$ cat src/rtl/timer_controller.sv
// timer_controller
//   Programmable interval timer. A prescaler down-counter divides clk into
//   base ticks. An interval counter then counts base ticks down from a loaded
//   reload value. On completion it emits a single-cycle expire pulse, either
//   once (one-shot) or repeatedly (periodic). The timer supports
//   load/start/stop/hold control.
//
// Parameters
//   PRESCALE  clk cycles per base tick (>= 1)
//   WIDTH     interval counter width (1..32)
//
// Ports
//   clk         system clock, rising edge
//   reset       synchronous active-high reset
//   load_valid  load request
//   load_ready  load accepted when high together with load_valid (IDLE/DONE)
//   load_count  interval length in base ticks
//   load_mode   0 = one-shot, 1 = periodic
//   start       start request
//   stop        abort request
//   hold        level; freezes timing while high
//   expire      one-cycle pulse on interval completion
//   busy        high in RUN or HOLD
//   remaining   current interval count
//   state       IDLE=00, RUN=01, HOLD=10, DONE=11
//
// State table
//   state | meaning
//   IDLE  | loaded or stopped, waiting for start (load accepted)
//   RUN   | prescaler and interval counter advancing
//   HOLD  | timing frozen while hold is high
//   DONE  | one-shot interval finished (load or restart accepted)
module timer_controller #(
  parameter int PRESCALE = 1000,
  parameter int WIDTH    = 16
) (
  input  logic             clk,
  input  logic             reset,
  input  logic             load_valid,
  output logic             load_ready,
  input  logic [WIDTH-1:0] load_count,
  input  logic             load_mode,
  input  logic             start,
  input  logic             stop,
  input  logic             hold,
  output logic             expire,
  output logic             busy,
  output logic [WIDTH-1:0] remaining,
  output logic [1:0]       state
);

  localparam int PW = (PRESCALE > 1) ? $clog2(PRESCALE) : 1;
  localparam logic [PW-1:0] PRE_INIT = PW'(PRESCALE - 1);

  localparam logic [1:0] S_IDLE = 2'b00;
  localparam logic [1:0] S_RUN  = 2'b01;
  localparam logic [1:0] S_HOLD = 2'b10;
  localparam logic [1:0] S_DONE = 2'b11;

  logic [1:0]       state_q, state_d;
  logic [WIDTH-1:0] reload_q, reload_d;
  logic             mode_q, mode_d;
  logic [WIDTH-1:0] remaining_q, remaining_d;
  logic [PW-1:0]    pre_q, pre_d;
  logic             expire_q, expire_d;
  logic             busy_q, busy_d;
  logic             tick;

  assign tick = (pre_q == '0);

  always_comb begin
    state_d     = state_q;
    reload_d    = reload_q;
    mode_d      = mode_q;
    remaining_d = remaining_q;
    pre_d       = pre_q;
    expire_d    = 1'b0;

    case (state_q)
      S_IDLE: begin
        // A load beats a coincident start: load_ready high means accepted.
        if (load_valid) begin
          reload_d    = load_count;
          mode_d      = load_mode;
          remaining_d = load_count;
        end else if (start && (reload_q != '0)) begin
          state_d = S_RUN;
          pre_d   = PRE_INIT;
        end
      end
      S_DONE: begin
        if (load_valid) begin
          reload_d    = load_count;
          mode_d      = load_mode;
          remaining_d = load_count;
          state_d     = S_IDLE;
        end else if (start && (reload_q != '0)) begin
          remaining_d = reload_q;
          pre_d       = PRE_INIT;
          state_d     = S_RUN;
        end
      end
      S_RUN: begin
        if (stop) begin
          state_d     = S_IDLE;
          remaining_d = reload_q;
          pre_d       = PRE_INIT;
        end else if (hold) begin
          // The entry cycle still counts the prescaler down, but a tick is
          // never taken here; a pending tick waits for the next RUN cycle.
          state_d = S_HOLD;
          if (!tick) pre_d = pre_q - 1'b1;
        end else if (tick) begin
          pre_d = PRE_INIT;
          if (remaining_q > WIDTH'(1)) begin
            remaining_d = remaining_q - 1'b1;
          end else begin
            expire_d = 1'b1;
            if (mode_q) begin
              remaining_d = reload_q;
            end else begin
              remaining_d = '0;
              state_d     = S_DONE;
            end
          end
        end else begin
          pre_d = pre_q - 1'b1;
        end
      end
      S_HOLD: begin
        if (stop) begin
          state_d     = S_IDLE;
          remaining_d = reload_q;
          pre_d       = PRE_INIT;
        end else if (!hold) begin
          state_d = S_RUN;
        end
      end
      default: state_d = S_IDLE;
    endcase

    busy_d = (state_d == S_RUN) || (state_d == S_HOLD);
  end

  always_ff @(posedge clk) begin
    if (reset) begin
      state_q     <= S_IDLE;
      reload_q    <= '0;
      mode_q      <= 1'b0;
      remaining_q <= '0;
      pre_q       <= PRE_INIT;
      expire_q    <= 1'b0;
      busy_q      <= 1'b0;
    end else begin
      state_q     <= state_d;
      reload_q    <= reload_d;
      mode_q      <= mode_d;
      remaining_q <= remaining_d;
      pre_q       <= pre_d;
      expire_q    <= expire_d;
      busy_q      <= busy_d;
    end
  end

  assign load_ready = (state_q == S_IDLE) || (state_q == S_DONE);
  assign expire     = expire_q;
  assign busy       = busy_q;
  assign remaining  = remaining_q;
  assign state      = state_q;

endmodule

$ cat config.mk
export PLATFORM = sky130hd
export DESIGN_NAME = timer_controller
export DESIGN_NICKNAME = d
export VERILOG_FILES = /design/src/rtl/timer_controller.sv
export SDC_FILE = /design/constraint.sdc
export NUM_CORES = 1
export LEC_CHECK = 0
export ABC_AREA = 0
export CAP_MARGIN = 40
export CORE_MARGIN = 2
export CORE_UTILIZATION = 37
export DETAILED_ROUTE_END_ITERATION = 10
export PLACE_DENSITY = 0.56
export SETUP_SLACK_MARGIN = 0.1
export SLEW_MARGIN = 10
export SYNTH_ARGS = -nofsm -noshare
export SYNTH_HDL_FRONTEND = slang
export SYNTH_SLANG_ARGS = --single-unit
$ cat constraint.sdc
create_clock -name clk -period 2.7 [get_ports clk]
set_clock_uncertainty 0.05 [all_clocks]
set_input_delay 0.81 -clock clk [delete_from_list [all_inputs] [get_ports clk]]
set_output_delay 0.81 -clock clk [all_outputs]
set_load 0.1 [all_outputs]
# Yosys cells after proc, flatten, opt, wreduce, memory -nomap -nowiden
# Index checks and enable logic that the tools add are counted.
[totals]
ff_bits = 47
inputBits = 23
output_inout_bits = 21
word_cells = 66
[classes]
n_addsub = 2
n_lt_le_gt_ge = 1
n_eq_ne = 13
mux = 30
bitwise_logic = 2
reduce_logical = 11
[ops]
columns = ["op", "n"]
rows = [
  ["2-to-1 mux 16 bit", 9],
  ["2-to-1 mux 10 bit", 7],
  ["one-hot mux 16 bit (4 select lines)", 1],
  ["one-hot mux 10 bit (3 select lines)", 1],
  ["2-to-1 mux 2 bit", 10],
  ["greater-than comparator 16 x 1 -> 1 bit, second input constant", 1],
  ["nonzero test 16 bit", 1],
  ["subtractor 16 x 1 -> 16 bit, second input constant", 1],
  ["zero test 10 bit", 1],
  ["subtractor 10 x 1 -> 10 bit, second input constant", 1],
  ["inequality test 3 bit, second input constant", 3],
  ["one-hot mux 2 bit (4 select lines)", 1],
  ["equality test 2 bit, second input constant", 3],
  ["inequality test 2 bit, second input constant", 3],
  ["AND reduction 5 bit", 1],
  ["OR reduction 5 bit", 1],
  ["equality test 2 x 1 -> 1 bit, second input constant", 2],
  ["inequality test 4 bit, second input constant", 1],
  ["AND reduction 4 bit", 1],
  ["zero test 2 bit", 1],
  ["logical OR 1 bit", 2],
  ["inequality test 2 x 1 -> 1 bit, second input constant", 1],
  ["NOT 1 bit", 2],
  ["AND reduction 2 bit", 1],
  ["3 further kinds", 3],
]

# Logic depth before layout (Yosys ltp)
# Gate-level depths: netlist of run 1.
[logic_depth]
word_depth = 8
depth_mapped = 9
mapped_depth_nobuf = 8

# Worst setup path before layout of run 1
# Ideal clock, no wire load.
[synth_path]
kind = "reg-to-reg"
startpoint = "register state_q[0] (netlist: state[0])"
endpoint = "register pre_q[6]"
setup_time_ps = 122
t_arrival_ps = 2986
required_ps = 2528
setup_slack_ps = -457
path_stages_with_launch = 8
n_path_buf = 1
period_less_slack_ps = 3157
path_cell_list = "dfxtp_1 -> inv_1 -> ha_1 -> inv_1 -> o21ai_2 -> and3_1 -> clkbuf_1 -> a221o_1"
[synth_via]
elab_chain_len = 4
elab_cells_between_ends = 11
cone_classes = "7 x eq/ne; 1 x mux; 3 x reduce/logical"
[synth_lines]
columns = ["element", "line", "source"]
rows = [
  ["start, declared", "60", "logic [1:0] state_q, state_d;"],
  ["start signal, assigned", "155", "state_q <= state_d;"],
  ["equality test 2 bit or zero test 2 bit (tied branches)", "79", "case (state_q)"],
  ["OR reduction 2 bit (no source line)", "n/a", ""],
  ["inequality test 2 x 1 -> 1 bit (no source line) or inequality test 2 bit (tied branches)", "n/a", ""],
  ["AND reduction 4 bit (no source line)", "n/a", ""],
  ["end signal, assigned", "159", "pre_q <= pre_d;"],
  ["end, declared", "64", "logic [PW-1:0] pre_q, pre_d;"],
]
# Parallel ways exist; a longest one is shown, timed or not.
# A chain may end at the register's enable or synchronous reset.

# Final worst setup path of run 1
[layout_path]
startpoint = "input load_valid"
endpoint = "register remaining_q[1] (netlist: remaining[1])"
[layout_via]
elab_chain_len = 2
elab_cells_between_ends = 5
cone_classes = "2 x eq/ne; 2 x mux; 1 x reduce/logical"
[layout_lines]
columns = ["element", "line", "source"]
rows = [
  ["start, declared", "39", "input logic load_valid,"],
  ["inequality test 3 bit (no source line) (tied with other cells)", "n/a", ""],
  ["AND reduction 5 bit (no source line) or one-hot mux 16 bit (4 select lines) (tied branches)", "n/a", ""],
  ["end signal, assigned", "158", "remaining_q <= remaining_d;"],
  ["end, declared", "63", "logic [WIDTH-1:0] remaining_q, remaining_d;"],
]
# Parallel ways exist; a longest one is shown, timed or not.

==> results of run 1 <==
## per-stage QoR
stage	utilization	instance area (µm²)
floorplan	-	2990
global placement	0.4723	3669
detailed placement	0.4723	3669
CTS	0.4887	3796
global route	0.4923	3824
finish	0.4923	3824
## worst max-delay path, cell delays in order
cell and delay, ns:
sky130_fd_sc_hd__clkdlybuf4s50_1 0.50, sky130_fd_sc_hd__nor2b_1 0.08, sky130_fd_sc_hd__a211oi_1 0.42, sky130_fd_sc_hd__o31ai_4 0.20, sky130_fd_sc_hd__buf_4 0.19, sky130_fd_sc_hd__a221oi_1 0.30
sky130_fd_sc_hd__o32ai_1 0.14
## power groups by stage
stage / clock network, W / registers (W) / logic (W)
after floorplan: 0 / 0.00105 / 0.000390
final: 0.000590 / 0.000818 / 0.000896
after detailed placement: 0 / 0.000833 / 0.000881
after global routing: 0.000634 / 0.000829 / 0.000958
after global placement: 0 / 0.000833 / 0.000877
after CTS: 0.000605 / 0.000818 / 0.000884
## final timing paths
kind / end / from / depth (start not counted) / slack (ns)
worst max-delay path: remaining[1] / load_valid / 7 / 0.18
worst min-delay path: reload_q[4] / reload_q[4] / 2 / 0.43
worst max register to register: busy / remaining[1] / 9 / 0.22
worst min register to register: reload_q[4] / reload_q[4] / 2 / 0.43
## cell usage after synthesis (all sizes together) (3+ instances only)
cell type,instances
nor2b,12
a211oi,6
nor4,6
a221oi,13
o21bai,4
inv,16
or4,8
nand3b,6
ha,8
nor3,5
xor2,6
clkbuf,17
a31oi,3
o31ai,3
o21ai,8
a21oi,40
nand3,7
o41ai,6
nand2,67
and3,7
nand4,4
a221o,9
dfxtp,47
nor2,32
buf,5
a21o,5
xnor2,5
## sequential cells by signal, indices dropped and copies added (netlist names)
| signal | count |
|---|---|
| reload_q | 16 |
| remaining | 16 |
| expire | 1 |
| busy | 1 |
| state | 2 |
| pre_q | 10 |
| mode_q | 1 |
## kinds of logic (layout without fill, tap and decap cells)
group                      after synthesis  count (layout)  synth area share
and+or+nand+nor                        171             171            0.2985
AOI/OAI and AO/OA                      108             108            0.2635
DFF                                     47              47            0.3170
buffers and inverters                   38             101           0.05480
xor gates and xnor gates                11              11           0.03246
adders and majority gates                8               8           0.03373
## routing by layer
metal	up-vias	share of wire	track usage
met5	-	0	0
met4	0	0.013	0.05676
met3	11	0.041	0.03143
met2	60	0.48	0.3687
met1	1442	0.46	0.2914
li1	1528	-	-
## cell type report
cell class / count / area share
inverter: 16 / 0.01669
multi-input combinational: 298 / 0.4948
timing repair buffer: 77 / 0.1708
sequential: 47 / 0.2510
tap: 102 / 0.03338
clock inverter: 1 / 0.007853
clock buffer: 7 / 0.02552
## what timing repair did
| item | 4_1_cts | 5_1_grt |
|---|---|---|
| resized for setup | 0 | 5 |
| buffers inserted | 0 | 0 |
| hold buffers | 0 | 0 |
| endpoints found under the setup margin | 0 | 9 |
==> run summary, run 1 <==
The run finished with clean final reports. After technology mapping, the gate count stands at ~380. The largest vdd supply drop came out at approximately 210 µV. The total length of routed wires is roughly 9000 µm. STA classifies the critical path startpoint as an input pin. Setup repair after global routing left no endpoint under its margin. Based on the critical path, the design can be clocked at up to ~0.4 GHz. The total of flip-flops plus latches after synthesis is between 40 and 50. The initial cell density of the core came out at 0.3821.

The number of antenna violations at the first check in global routing is 0. The max-capacitance violation count came out at 0. The synthesized area per cell is a little under 8 µm². The ratio of cells with drive above 1 in the final layout is 0.2063. The analysis attributes to net switching a power of approximately 0.00091 W. The first-iteration detailed-routing DRC count is about 170. The register share of total power is 0.355. The most used flip-flop cell after synthesis is sky130_fd_sc_hd__dfxtp_1. Of the total power, the share spent switching nets is 0.3965. The clock insertion delay at the later pin of the skew report came out at about 0.31 ns.

Yosys mapped a number of flops with a built-in enable equal to 0. The static power due to leakage is between 1.5 and 2 nW. The number of levels the H-tree was split into is 2.

The area taken by flip-flops and latches came out at between 900 and 1000 µm². Sorting the synthesized cells by area gives the leading types as sky130_fd_sc_hd__dfxtp_1 32%, sky130_fd_sc_hd__nand2_1 8.5%, sky130_fd_sc_hd__a21oi_1 6.6%. The minimum hold slack came out at 0.4303 ns.

The number of unique standard cell types used by synthesis is between 50 and 60. The largest net degree at the start of global routing is 57. The pre-CTS setup slack came out at -0.03845 ns. In the final timing run, aggregate negative setup slack is 0 ns.

The number of placement rows is 32. The count of buffers added on input and output ports is 43. The overall overflow remaining after global route is 0. The count of inserted antenna diode cells is 0. The share of total power in the clock network came out at 0.256. The first detailed-routing pass ran for 5 iterations. The count of nets left with antenna violations after detail routing is 0. The number of clock sinks seen by CTS came out at 47. The routability-driven placement congestion ratio came out at between 0.8 and 0.9.

The wire length of the first global-routing pass is 15210 µm. The final cell count without fillers came out at ~550. The floorplan step defined a die boundary enclosing 8753 µm². The count of boundary I/O pins came out at between 40 and 50.

For this run, asynchronously set or reset flops after synthesis account for 0. In the layout the commonest cells are 67 x sky130_fd_sc_hd__nand2_1, 53 x sky130_fd_sc_hd__buf_4, 39 x sky130_fd_sc_hd__a21oi_1. The number of warnings reported in the yosys synthesis log is 0. The region available for standard cell placement spans approximately 8000 µm². The final setup violation count came out at 0.

The transition time of the tightest slew-check pin came out at between 0.5 and 0.6 ns. In the final routed layout, each cell accounts on average for around 17 µm. The area share of the largest cell type after synthesis came out at 0.3170. The portion of the clock cycle consumed by the worst path in the final layout is 0.9351. The tightest min-delay check is of the flip-flop to flip-flop type. The max-slew violation count is 0. The cell at the root of the clock tree is sky130_fd_sc_hd__clkbuf_8. The kind of end point of the critical path is a flip-flop.

In this run the horizontal extent of the chip is roughly 94 µm. The buffer levels on the longest clock path came out at 2. The height of the die is 93.56 µm. The sum of internal, switching and leakage power came out at between 0.002 and 0.0025 W. For this run, the post-layout net count is 476.

The part of the power in combinational logic came out at 0.389. The area of the mapped netlist came out at 2968 µm². In the routed design, unresolved DRC markers number 0. The synthesized design spends more area on one cell type than any other, namely sky130_fd_sc_hd__dfxtp_1. The worst setup path is of the input pin to flip-flop kind. Cell internal power was estimated by the tool at 0.001391 W.

The required time of the critical path came out at around 2.8 ns. Detailed placement ended at an HPWL of about 6600 µm. In this run the worst path has a maximum fanout of 5.

The number of vias per cell after detailed routing came out at roughly 5.5. The post-CTS clock slew at the launch and capture registers of the worst setup and hold paths came out at approximately 0.080 ns. The areal power density over the cells is approximately 600 nW/µm². The final setup slack of the worst path came out at between 0.15 and 0.2 ns. The library cell used most frequently in the layout, excluding fill and tap cells, is sky130_fd_sc_hd__nand2_1. The TritonCTS buffer count is 5. The worst endpoint data arrival time came out at approximately 2.7 ns. The area growth from synthesis to final layout came out at 28.84%. The final number of hold-violating endpoints came to 0.

TritonCTS built the clock tree. The global-route total usage across every layer is 0.2181. The remaining max-slew budget at the tightest pin came out at 0.6233. The number of placed instances, taps included, is 540. The via total after detailed routing came out at between 3000 and 4000. Of the synthesized area, sequential elements account for 0.3170. The shortest clock period the worst path allows after layout came out at between 2 and 3 ns. The via count of the first global-routing pass came out at between 3000 and 4000. The number of nets produced by synthesis is 414. The number of fillers in the final layout is between 700 and 800.

The multi-input gate area in the final layout is 1892 µm².
Note: power is estimated with default switching activity, not from simulation.
==> run 2: changes to the inputs <==
- CAP_MARGIN: 40 -> 20
- SLEW_MARGIN: 10 -> default
==> results of run 2 <==
Final layout, timing and power as in run 1 (identical DEF).
